$ cat src/rtl/dense_int_collect_if.sv
// Bus interface for dense_int_collect: serial int8 byte input, wide vector
// output with valid/ready handshake, sticky overflow and fill-count debug.
// Optional argmax/max outputs exist only when COLLECT_ARGMAX_EN is defined.
//   slave  : collector side (consumes bytes, produces vectors)
//   master : producer/consumer side (drives bytes and ready_i)
interface dense_int_collect_if #(
  parameter int unsigned B          = 64,
  parameter int unsigned DATA_WIDTH = 8
);
  localparam int unsigned IDX_W = $clog2(B);

  logic                         valid_i;
  logic [DATA_WIDTH-1:0]        data_i;
  logic [B*DATA_WIDTH-1:0]      data_o;
  logic                         valid_o;
  logic                         ready_i;
  logic                         overflow_o;
  logic [IDX_W-1:0]             cnt_o;
`ifdef COLLECT_ARGMAX_EN
  logic [IDX_W-1:0]             argmax_o;
  logic signed [DATA_WIDTH-1:0] max_o;
`endif

  modport slave (
    input  valid_i, data_i, ready_i,
`ifdef COLLECT_ARGMAX_EN
    output argmax_o, max_o,
`endif
    output data_o, valid_o, overflow_o, cnt_o
  );

  modport master (
    output valid_i, data_i, ready_i,
`ifdef COLLECT_ARGMAX_EN
    input  argmax_o, max_o,
`endif
    input  data_o, valid_o, overflow_o, cnt_o
  );
endinterface

$ cat src/rtl/dense_int_collect.sv
// dense_int_collect: gathers B serial signed bytes into one wide vector and
// presents it with valid/ready. A fill buffer plus output register let one
// vector be held while the next streams in; bytes arriving while both are
// full are dropped and flagged on the sticky overflow_o.
// Ports: clk, rstn (async active-low), bus (dense_int_collect_if.slave):
//   valid_i/data_i byte input, data_o/valid_o/ready_i vector output,
//   overflow_o sticky drop flag, cnt_o bytes currently in the fill buffer.
// Optional: define COLLECT_ARGMAX_EN to add argmax_o/max_o (running signed
// maximum of each vector, ties keep the lowest index).
module dense_int_collect #(
  parameter int unsigned B          = 64,
  parameter int unsigned DATA_WIDTH = 8
) (
  input  logic                 clk,
  input  logic                 rstn,
  dense_int_collect_if.slave   bus
);
  localparam int unsigned IDX_W = $clog2(B);
  localparam logic [IDX_W-1:0] LAST_IDX = IDX_W'(B - 1);

  logic [B-1:0][DATA_WIDTH-1:0] fill_q, fill_d;
  logic [B-1:0][DATA_WIDTH-1:0] data_q, data_d;
  logic [IDX_W-1:0]             cnt_q, cnt_d;
  logic                         valid_q, valid_d;
  logic                         pend_q, pend_d;
  logic                         ovf_q, ovf_d;
  logic                         accept_c, last_c, consume_c;
`ifdef COLLECT_ARGMAX_EN
  logic signed [DATA_WIDTH-1:0] run_max_q, run_max_d;
  logic [IDX_W-1:0]             run_arg_q, run_arg_d;
  logic signed [DATA_WIDTH-1:0] max_q, max_d;
  logic [IDX_W-1:0]             arg_q, arg_d;
`endif

  // Next-state: fill, completion, output handshake, overflow
  always_comb begin
    fill_d    = fill_q;
    data_d    = data_q;
    cnt_d     = cnt_q;
    valid_d   = valid_q;
    pend_d    = pend_q;
    ovf_d     = ovf_q;
`ifdef COLLECT_ARGMAX_EN
    run_max_d = run_max_q;
    run_arg_d = run_arg_q;
    max_d     = max_q;
    arg_d     = arg_q;
`endif

    // pending is sampled pre-edge, so a byte arriving as ready_i frees it is still lost
    accept_c  = bus.valid_i & ~pend_q;
    last_c    = accept_c & (cnt_q == LAST_IDX);
    consume_c = valid_q & bus.ready_i;

    if (accept_c) begin
      fill_d[cnt_q] = bus.data_i;
      cnt_d         = last_c ? '0 : cnt_q + IDX_W'(1);
`ifdef COLLECT_ARGMAX_EN
      // first byte seeds the tracker; strict compare keeps the lowest index on ties
      if ((cnt_q == '0) || ($signed(bus.data_i) > run_max_q)) begin
        run_max_d = $signed(bus.data_i);
        run_arg_d = cnt_q;
      end
`endif
    end

    if (bus.valid_i & pend_q) begin
      ovf_d = 1'b1;
    end

    if (last_c && (!valid_q || bus.ready_i)) begin
      // output register free (or being freed): load the just-completed vector
      data_d  = fill_d;
      valid_d = 1'b1;
`ifdef COLLECT_ARGMAX_EN
      max_d   = run_max_d;
      arg_d   = run_arg_d;
`endif
    end else if (last_c) begin
      pend_d = 1'b1;
    end else if (consume_c) begin
      if (pend_q) begin
        // back-to-back: the held vector moves straight into the output register
        data_d = fill_q;
        pend_d = 1'b0;
`ifdef COLLECT_ARGMAX_EN
        max_d  = run_max_q;
        arg_d  = run_arg_q;
`endif
      end else begin
        valid_d = 1'b0;
      end
    end
  end

  // State registers
  always_ff @(posedge clk or negedge rstn) begin
    if (!rstn) begin
      fill_q    <= '0;
      data_q    <= '0;
      cnt_q     <= '0;
      valid_q   <= 1'b0;
      pend_q    <= 1'b0;
      ovf_q     <= 1'b0;
`ifdef COLLECT_ARGMAX_EN
      run_max_q <= '0;
      run_arg_q <= '0;
      max_q     <= '0;
      arg_q     <= '0;
`endif
    end else begin
      fill_q    <= fill_d;
      data_q    <= data_d;
      cnt_q     <= cnt_d;
      valid_q   <= valid_d;
      pend_q    <= pend_d;
      ovf_q     <= ovf_d;
`ifdef COLLECT_ARGMAX_EN
      run_max_q <= run_max_d;
      run_arg_q <= run_arg_d;
      max_q     <= max_d;
      arg_q     <= arg_d;
`endif
    end
  end

  assign bus.data_o     = data_q;
  assign bus.valid_o    = valid_q;
  assign bus.overflow_o = ovf_q;
  assign bus.cnt_o      = cnt_q;
`ifdef COLLECT_ARGMAX_EN
  assign bus.argmax_o   = arg_q;
  assign bus.max_o      = max_q;
`endif

endmodule

$ cat src/flat_wrapper.sv
// flat-port wrapper written by rule: the top's interface ports become plain ports
module dense_int_collect_flat 
#(
  parameter int unsigned B          = 64,
  parameter int unsigned DATA_WIDTH = 8
)
  (clk, rstn, bus_valid_i, bus_data_i, bus_ready_i, bus_data_o, bus_valid_o, bus_overflow_o, bus_cnt_o);
  dense_int_collect_if #(.B(B), .DATA_WIDTH(DATA_WIDTH)) bus_i ();
  input  logic clk;
  input  logic rstn;
  input wire logic [$bits(bus_i.valid_i)-1:0] bus_valid_i;
  input wire logic [$bits(bus_i.data_i)-1:0] bus_data_i;
  input wire logic [$bits(bus_i.ready_i)-1:0] bus_ready_i;
  output wire logic [$bits(bus_i.data_o)-1:0] bus_data_o;
  output wire logic [$bits(bus_i.valid_o)-1:0] bus_valid_o;
  output wire logic [$bits(bus_i.overflow_o)-1:0] bus_overflow_o;
  output wire logic [$bits(bus_i.cnt_o)-1:0] bus_cnt_o;
  assign bus_i.valid_i = bus_valid_i;
  assign bus_i.data_i = bus_data_i;
  assign bus_i.ready_i = bus_ready_i;
  assign bus_data_o = bus_i.data_o;
  assign bus_valid_o = bus_i.valid_o;
  assign bus_overflow_o = bus_i.overflow_o;
  assign bus_cnt_o = bus_i.cnt_o;
  dense_int_collect #(.B(B), .DATA_WIDTH(DATA_WIDTH)) u_core (.clk(clk), .rstn(rstn), .bus(bus_i));
endmodule
$ cat config.mk
export PLATFORM = sky130hd
export DESIGN_NAME = dense_int_collect_flat
export DESIGN_NICKNAME = d
export VERILOG_FILES = /design/src/rtl/dense_int_collect_if.sv /design/src/rtl/dense_int_collect.sv /design/src/flat_wrapper.sv
export SDC_FILE = /design/constraint.sdc
export NUM_CORES = 1
export LEC_CHECK = 0
export ABC_AREA = 1
export ABC_CLOCK_PERIOD_IN_PS = 2370
export BUFFER_PORTS_ARGS = -buffer_cell sky130_fd_sc_hd__buf_4
export CORE_MARGIN = 4
export CORE_UTILIZATION = 43
export CTS_CLUSTER_DIAMETER = 60
export DETAILED_ROUTE_END_ITERATION = 12
export GPL_ROUTABILITY_DRIVEN = 0
export PLACE_DENSITY = 0.74
export SYNTH_ARGS = -nofsm -noshare
export SYNTH_HDL_FRONTEND = slang
export SYNTH_SLANG_ARGS = --single-unit
$ cat constraint.sdc
create_clock -name clk -period 2.37 [get_ports clk]
set_clock_uncertainty 0.15 [all_clocks]
set_input_delay 0 -clock clk [delete_from_list [all_inputs] [get_ports clk]]
set_output_delay 0 -clock clk [all_outputs]
set_load 0.02 [all_outputs]
==> flow_summary.json, run 1 <==
{
  "yosysSeqAreaShare_pct": 67.2,
  "met3_usage_pct": 4.57,
  "grt_use_total_pct": 24.2,
  "antenna_found_initial": 5,
  "drtIter0Drc": 2842,
  "die_x_microns": 307,
  "synth.distinct_cells": 23,
  "required_ns": 2.75,
  "end_kind": "register",
  "routed_wirelength_mm": 115,
  "worst_path_max_delay_cell": "dfrtp_1",
  "area_growth_pct": 25.3,
  "max-vdd-ir-drop_mv": 0.719,
  "hold_viol": 0,
  "die_h_microns": 307,
  "clock_sinks": 1033,
  "fmax_ghz": 0.447,
  "slew-limit-headroom_pct": 37.6,
  "final_nets": 4660,
  "firstDrtPassIters": 7,
  "power_density_nw_per_um2": 1140,
  "finalCritPeriodShare_pct": 94.3,
  "port-buffer-count": 531,
  "fin_crit_ns": 2.23,
  "dp_slack_ns": 0.0815,
  "synth.cell_area_sq_um": 38500,
  "worst_pin_slew_ns": 0.933,
  "cts_setup_buffers": 0,
  "rows": 109,
  "outcome": "finished clean",
  "postSynthAreaPerCell_sq_um": 9.40,
  "initial_core_util_pct": 43.4,
  "path_clk_slew_ns": 0.06,
  "wire_per_inst_microns": 19.5,
  "finalPower_mw": 54.7,
  "finalWorstSetupSlack_ns": 0.135,
  "routed_via_density": 5.15,
  "max_cap_viol_count": 0,
  "cp.arrival_ns": 2.62,
  "cts_tree": "built",
  "pin_count": 532,
  "grt_util_met1_pct": 33.5,
  "met2_usage_pct": 38.7,
  "grt-busiest-layer": "met2",
  "clkLatencyLatePin_ns": 0.67,
  "grt_pass1_vias": 29700,
  "htreeDepth": 3,
  "core_sq_um": 88500,
  "grt_pass1_wl_mm": 178,
  "slew_viol_final": 0,
  "p_leak_nw": 26.0,
  "cts_buffers": 105,
  "die_area_sq_um": 94300,
  "crit_chain": "inv_2 > nand2_2 > buf_4 > nor2_2 > buf_4 > nand2_1 > nand2_1 > o21ai_0",
  "yosysWarningCount": 0,
  "path_max_fanout": 16,
  "critPathTopFamily": "simple AND/OR/NAND/NOR gates",
  "dp.final_hpwl_mm": 73.7,
  "fill_cells": 7702,
  "hold_path.class": "in -> reg",
  "cts_root_buffer": "clkbuf_16",
  "clk_path_buf_depth": 3,
  "postSynthCellCount": 4093,
  "cp-start-kind": "register",
  "grt_max_degree": 80,
  "worst-path-buf-inv": 3,
  "drive_gt1_share_pct": 18.7,
  "rsz0062_at_grt": "no",
  "tns_ns": 0,
  "criticalPathCategory": "reg -> reg",
  "drtAntennaViolNets": 0,
  "syn_nets": 4106,
  "setup_violations": 0,
  "synth-seq-cells": 1033,
  "vias": 30400,
  "drc": 0,
  "fin_util_pct": 54.5,
  "cpPeakStageDelay_ns": 0.44,
  "grt-ovfl-total": 0
}
cell families (layout without fill, tap and decap cells):
| group | after synthesis | after routing | share of synthesized area (%) |
|---|---|---|---|
| buf+inv | 291 | 931 | 3.53 |
| other cells | 0 | 3 | 0 |
| flops | 1033 | 1033 | 67.2 |
| xor+xnor | 2 | 2 | 0.0456 |
| fa+ha+maj | 1 | 1 | 0.0325 |
| simple gates | 2260 | 2260 | 22.6 |
| compound gates | 506 | 506 | 6.59 |
per-layer routing:
metal | vias to the layer above | share of wire, %
met5 | - | 0
met4 | 0 | 3.4
met1 | 15000 | 42
met3 | 209 | 6.9
met2 | 1172 | 47
li1 | 14000 | -
worst paths after layout:
path | from | end | slack (ns) | cells after the start
worst max register to register | u_core.pend_q$_DFFE_PN0P_ | u_core.fill_q[383]$_DFF_PN0_ | 0.14 | 8
worst min-delay path | bus_data_i[5] | u_core.fill_q[501]$_DFF_PN0_ | 0.08 | 4
worst max-delay path | u_core.pend_q$_DFFE_PN0P_ | u_core.fill_q[383]$_DFF_PN0_ | 0.14 | 8
worst min register to register | u_core.fill_q[477]$_DFF_PN0_ | u_core.bus.data_o[477]$_DFFE_PN0P_ | 0.32 | 2
min in group asynchronous | rstn | u_core.bus.data_o[491]$_DFFE_PN0P_ | 0.58 | 4
max in group asynchronous | rstn | u_core.fill_q[174]$_DFF_PN0_ | 0.16 | 4
cell type report:
class                           count  area (sq um)  share of cell area (%)
Tap cell                         1165          1460                    3.02
Clock inverter                     39           487                    1.01
Antenna cell                        3          7.51                  0.0156
Inverter                           56           218                   0.452
Multi-Input combinational cell   2769         11300                    23.5
Sequential cell                  1033         25800                    53.6
Timing Repair Buffer              682          5740                    11.9
Clock buffer                      154          3100                    6.44
cell usage after synthesis:
cell / number / area, sq um
and2_1: 6 / 37.5
buf_1: 3 / 11.3
buf_2: 71 / 355
buf_4: 23 / 173
buf_6: 12 / 135
clkbuf_1: 126 / 473
clkinv_1: 2 / 7.51
dfrtp_1: 1033 / 25800
ha_1: 1 / 12.5
inv_1: 51 / 191
inv_2: 3 / 11.3
nand2_1: 2135 / 8010
nand2_2: 3 / 18.8
nand3_1: 72 / 360
nand4_1: 16 / 100
nor2_1: 15 / 56.3
nor2_2: 1 / 6.26
nor3_1: 6 / 30.0
nor3_2: 6 / 60.1
o21ai_0: 489 / 2450
o21ai_1: 16 / 80.1
o21bai_1: 1 / 7.51
xor2_1: 2 / 17.5
state kept, by name (all words and copies together) (netlist names):
name,cells
u_core.bus.valid_o,1
u_core.fill_q,512
u_core.bus.cnt_o,6
u_core.pend_q,1
u_core.bus.overflow_o,1
u_core.bus.data_o,512
where the power goes:
part | total (mW) | switching, mW | internal, mW
logic | 11.6 | 7.12 | 4.52
registers | 26.1 | 3.43 | 22.6
clock network | 17.0 | 6.96 | 10.1
tightest hold or removal path: cells and delay by family:
| kind | cells | cell delay (ns) |
|---|---|---|
| buffers and inverters | 2 | 0.65 |
| and+or+nand+nor | 2 | 0.20 |
timing repair:
action | CTS | global route
endpoints found under the hold margin | 1559 | 0
endpoints found under the setup margin | 0 | 91
hold buffers | 13 | 0
gates resized for setup | 0 | 19
stage by stage:
stage                     area, sq um  hold slack (ns)  instances
after floorplan                 38500           -0.446       4093
after global placement          44400           -0.182       5692
after detailed placement        44400           -0.181       5692
after CTS                       48100           0.0143       5898
after global routing            48200           0.0645       5899
final                           48200           0.0751       5901
placed cells by master (no fill, tap or decap):
cell	count
and2_1	6
buf_12	46
buf_4	622
buf_8	1
bufinv_16	9
clkbuf_1	21
clkbuf_16	106
clkbuf_8	27
clkinv_1	1
clkinv_2	20
clkinv_8	1
clkinvlp_4	3
dfrtp_1	1033
diode_2	3
dlygate4sd3_1	13
ha_1	1
inv_1	44
inv_16	2
inv_2	10
inv_6	3
inv_8	2
nand2_1	2116
nand2_2	21
nand2_8	1
nand3_1	72
nand4_1	16
nor2_1	9
nor2_2	7
nor3_1	6
nor3_2	4
nor3_4	2
o21ai_0	489
o21ai_1	16
o21bai_1	1
xor2_1	2
No activity file was read; power rests on OpenSTA's default activity.
==> inputs of run 2 (changes only) <==
--- a/config.mk
+++ b/config.mk
@@ -5,15 +5,16 @@
 export SDC_FILE = /design/constraint.sdc
 export NUM_CORES = 1
 export LEC_CHECK = 0
-export ABC_AREA = 1
 export ABC_CLOCK_PERIOD_IN_PS = 2370
 export BUFFER_PORTS_ARGS = -buffer_cell sky130_fd_sc_hd__buf_4
+export CAP_MARGIN = 20
 export CORE_MARGIN = 4
 export CORE_UTILIZATION = 43
 export CTS_CLUSTER_DIAMETER = 60
 export DETAILED_ROUTE_END_ITERATION = 12
 export GPL_ROUTABILITY_DRIVEN = 0
 export PLACE_DENSITY = 0.74
+export SLEW_MARGIN = 20
 export SYNTH_ARGS = -nofsm -noshare
 export SYNTH_HDL_FRONTEND = slang
 export SYNTH_SLANG_ARGS = --single-unit
==> run 2 against run 1 <==
  * The run now ends with setup timing left
  * Cell area grew 2.9%
  * Largest power group unchanged
  * Sequential cell count is the same
  * Count of clock-buffer cells in the layout down 3
  * Total power fell by 22%
  * Register-to-register slack lost 0.20 ns
  * Routed wire length shrank 6.7%
  * Critical path depth decreased by 2
==> flow_summary.json, run 2 <==
{
  "initial_core_util_pct": 43.4,
  "grt_use_total_pct": 21.9,
  "clkPwrFrac_pct": 38.9,
  "synth_most_common_cell": "dfrtp_1",
  "synth-edff-count": 0,
  "p_leak_nw": 26.1,
  "ys_async_sr_fraction_pct": 100,
  "drtAntennaViolNets": 0,
  "clk_path_buf_depth": 3,
  "final_nets": 3041,
  "finalPower_mw": 42.4,
  "pin_count": 532,
  "cp-start-kind": "register",
  "synth_common_cells": "dfrtp_1 (1,033), mux2_2 (984), clkbuf_1 (65)",
  "max-vdd-ir-drop_mv": 0.562,
  "clock_sinks": 1033,
  "firstDrtPassIters": 5,
  "postSynthAreaPerCell_sq_um": 16.5,
  "antenna_found_initial": 2,
  "grt_pass1_wl_mm": 158,
  "yosysWarningCount": 0,
  "synth.cell_area_sq_um": 39100,
  "drtIter0Drc": 1218,
  "slew-limit-headroom_pct": 47.6,
  "port-buffer-count": 531,
  "synth_top_flop_cell": "dfrtp_1",
  "place_inst": 4069,
  "fin_crit_ns": 2.43,
  "violations": "setup timing",
  "routed_wirelength_mm": 107,
  "drc": 0,
  "end_kind": "register",
  "synth_top_area_share_pct": 66.1,
  "hold_viol": 0,
  "final_cells": 4290,
  "ys_top_cells_by_area": "dfrtp_1 (66%), mux2_2 (28%), a221o_1 (0.82%)",
  "rows": 110,
  "wire_per_inst_microns": 25.0,
  "clkLatencyLatePin_ns": 0.68,
  "finalCritPeriodShare_pct": 103,
  "area_growth_pct": 26.8,
  "rsz0062_at_grt": "yes",
  "syn_nets": 2386,
  "seqPwrFrac_pct": 49.9,
  "outcome": "finished with violations",
  "dp_slack_ns": -0.0548,
  "cts_buffers": 106,
  "die_x_microns": 310,
  "worst_pin_slew_ns": 0.786,
  "fin_util_pct": 55.0,
  "hold_path.class": "in -> reg",
  "cts_tree": "built",
  "criticalPathCategory": "reg -> reg",
  "fmax_ghz": 0.411,
  "drive_gt1_share_pct": 59.9,
  "power_density_nw_per_um2": 855,
  "die_area_sq_um": 95900,
  "core_sq_um": 90100,
  "required_ns": 2.82,
  "grt-ovfl-total": 0,
  "die_h_microns": 310,
  "routed_via_density": 5.27,
  "path_clk_slew_ns": 0.06,
  "p_int_mw": 31.9,
  "setup_violations": 16,
  "vias": 22600,
  "htreeDepth": 3,
  "cp.arrival_ns": 2.88,
  "slew_viol_final": 0,
  "yosysSeqAreaShare_pct": 66.1,
  "grt_max_degree": 78,
  "synth.distinct_cells": 42,
  "finalWorstSetupSlack_ns": -0.0645,
  "cts_root_buffer": "clkbuf_16",
  "path_max_fanout": 8,
  "max_cap_viol_count": 0,
  "yosys.area.top_type": "dfrtp_1",
  "p_comb_share_pct": 11.3,
  "swShare_pct": 24.8,
  "power_switching_mw": 10.5,
  "dp.final_hpwl_mm": 71.6,
  "grt_pass1_vias": 24600,
  "final_cell_mix": "dfrtp_1 (1,033), mux2_2 (984), buf_4 (605)",
  "postSynthCellCount": 2373,
  "synth-seq-cells": 1033,
  "hold_slack_ns": 0.0816,
  "final_common_cell": "dfrtp_1"
}
-- run 2: cell types whose count changed after synthesis, moves of 15 or more --
| cell | before | now |
|---|---|---|
| nand2_1 | 2135 | 53 |
| mux2_2 | 0 | 984 |
| o21ai_0 | 489 | 3 |
| nand3_1 | 72 | 5 |
| clkbuf_1 | 126 | 65 |
| inv_1 | 51 | 1 |
| buf_2 | 71 | 33 |
| a221o_1 | 0 | 32 |
| and3_1 | 0 | 20 |
| buf_4 | 23 | 40 |
| nand4_1 | 16 | 1 |
-- run 2: area by class of cell --
type,instances,area [sq um]
Inverter,1,3.75
Clock inverter,38,432
Antenna cell,5,12.5
Fill cell,6970,40500
Sequential cell,1033,25800
Multi-Input combinational cell,1201,12600
Clock buffer,151,3070
Tap cell,1176,1470
Timing Repair Buffer,685,6120
-- run 2: final timing paths --
| path | from | end | slack, ns | cells past startpoint |
|---|---|---|---|---|
| worst max-delay path | u_core.bus.cnt_o[0]$_DFFE_PN0P_ | u_core.bus.data_o[505]$_DFFE_PN0P_ | -0.06 | 6 |
| worst min-delay path | bus_data_i[3] | u_core.fill_q[67]$_DFF_PN0_ | 0.08 | 3 |
| worst max register to register | u_core.bus.cnt_o[0]$_DFFE_PN0P_ | u_core.bus.data_o[505]$_DFFE_PN0P_ | -0.06 | 6 |
| worst min register to register | u_core.fill_q[275]$_DFF_PN0_ | u_core.bus.data_o[275]$_DFFE_PN0P_ | 0.34 | 1 |
| max in group asynchronous | rstn | u_core.fill_q[448]$_DFF_PN0_ | 0.90 | 5 |
| min in group asynchronous | rstn | u_core.fill_q[422]$_DFF_PN0_ | 0.52 | 4 |
-- run 2: cells by family (layout without fill, tap and decap cells) --
kind of cell / Yosys count / in the layout / share of synthesized area, %
other: 0 / 5 / 0
muxes: 992 / 992 / 28.6
AOI/OAI and AO/OA: 46 / 46 / 1.04
and+or+nand+nor: 159 / 159 / 2.40
adders and majority gates: 1 / 1 / 0.0320
buffers and inverters: 139 / 875 / 1.82
xor gates and xnor gates: 3 / 3 / 0.0672
DFF: 1033 / 1033 / 66.1
-- run 2: critical path: stages, from the launching register on --
cell,delay (ns)
dfrtp_1,0.37
ha_1,0.21
and4b_1,0.27
buf_4,0.15
nand3_1,0.23
o21ai_1,0.70
a221o_1,0.26
-- run 2: timing repair --
| item | 4_1_cts | 5_1_grt |
|---|---|---|
| cloned | 1 | 9 |
| hold buffers | 15 | 0 |
| endpoints found under the hold margin | 1416 | 0 |
| pin swaps | 1 | 1 |
| gates resized for setup | 3 | 23 |
| setup endpoints to repair | 66 | 248 |
| setup buffers | 2 | 0 |
-- run 2: power by group through the flow --
stage | clock network (mW) | registers (mW) | logic, mW
floorplan | 0 | 21.1 | 2.82
global placement | 0 | 21.2 | 4.52
detailed placement | 0 | 21.4 | 4.74
CTS | 16.8 | 21.1 | 4.80
global route | 17.6 | 21.4 | 5.20
finish | 16.5 | 21.2 | 4.77
-- run 2: per-layer routing --
metal	track usage, %	wire length [microns]
met5	0	13
met4	7.43	3690
met3	4.76	5430
met2	37.9	54600
met1	27.4	43600
-- run 2: through the flow --
step	setup TNS [ns]	cell area (sq um)
finish	-0.732	49600
global route	-2.45	49600
CTS	0	49300
detailed placement	-0.361	45500
global placement	0	45500
floorplan	0	39100
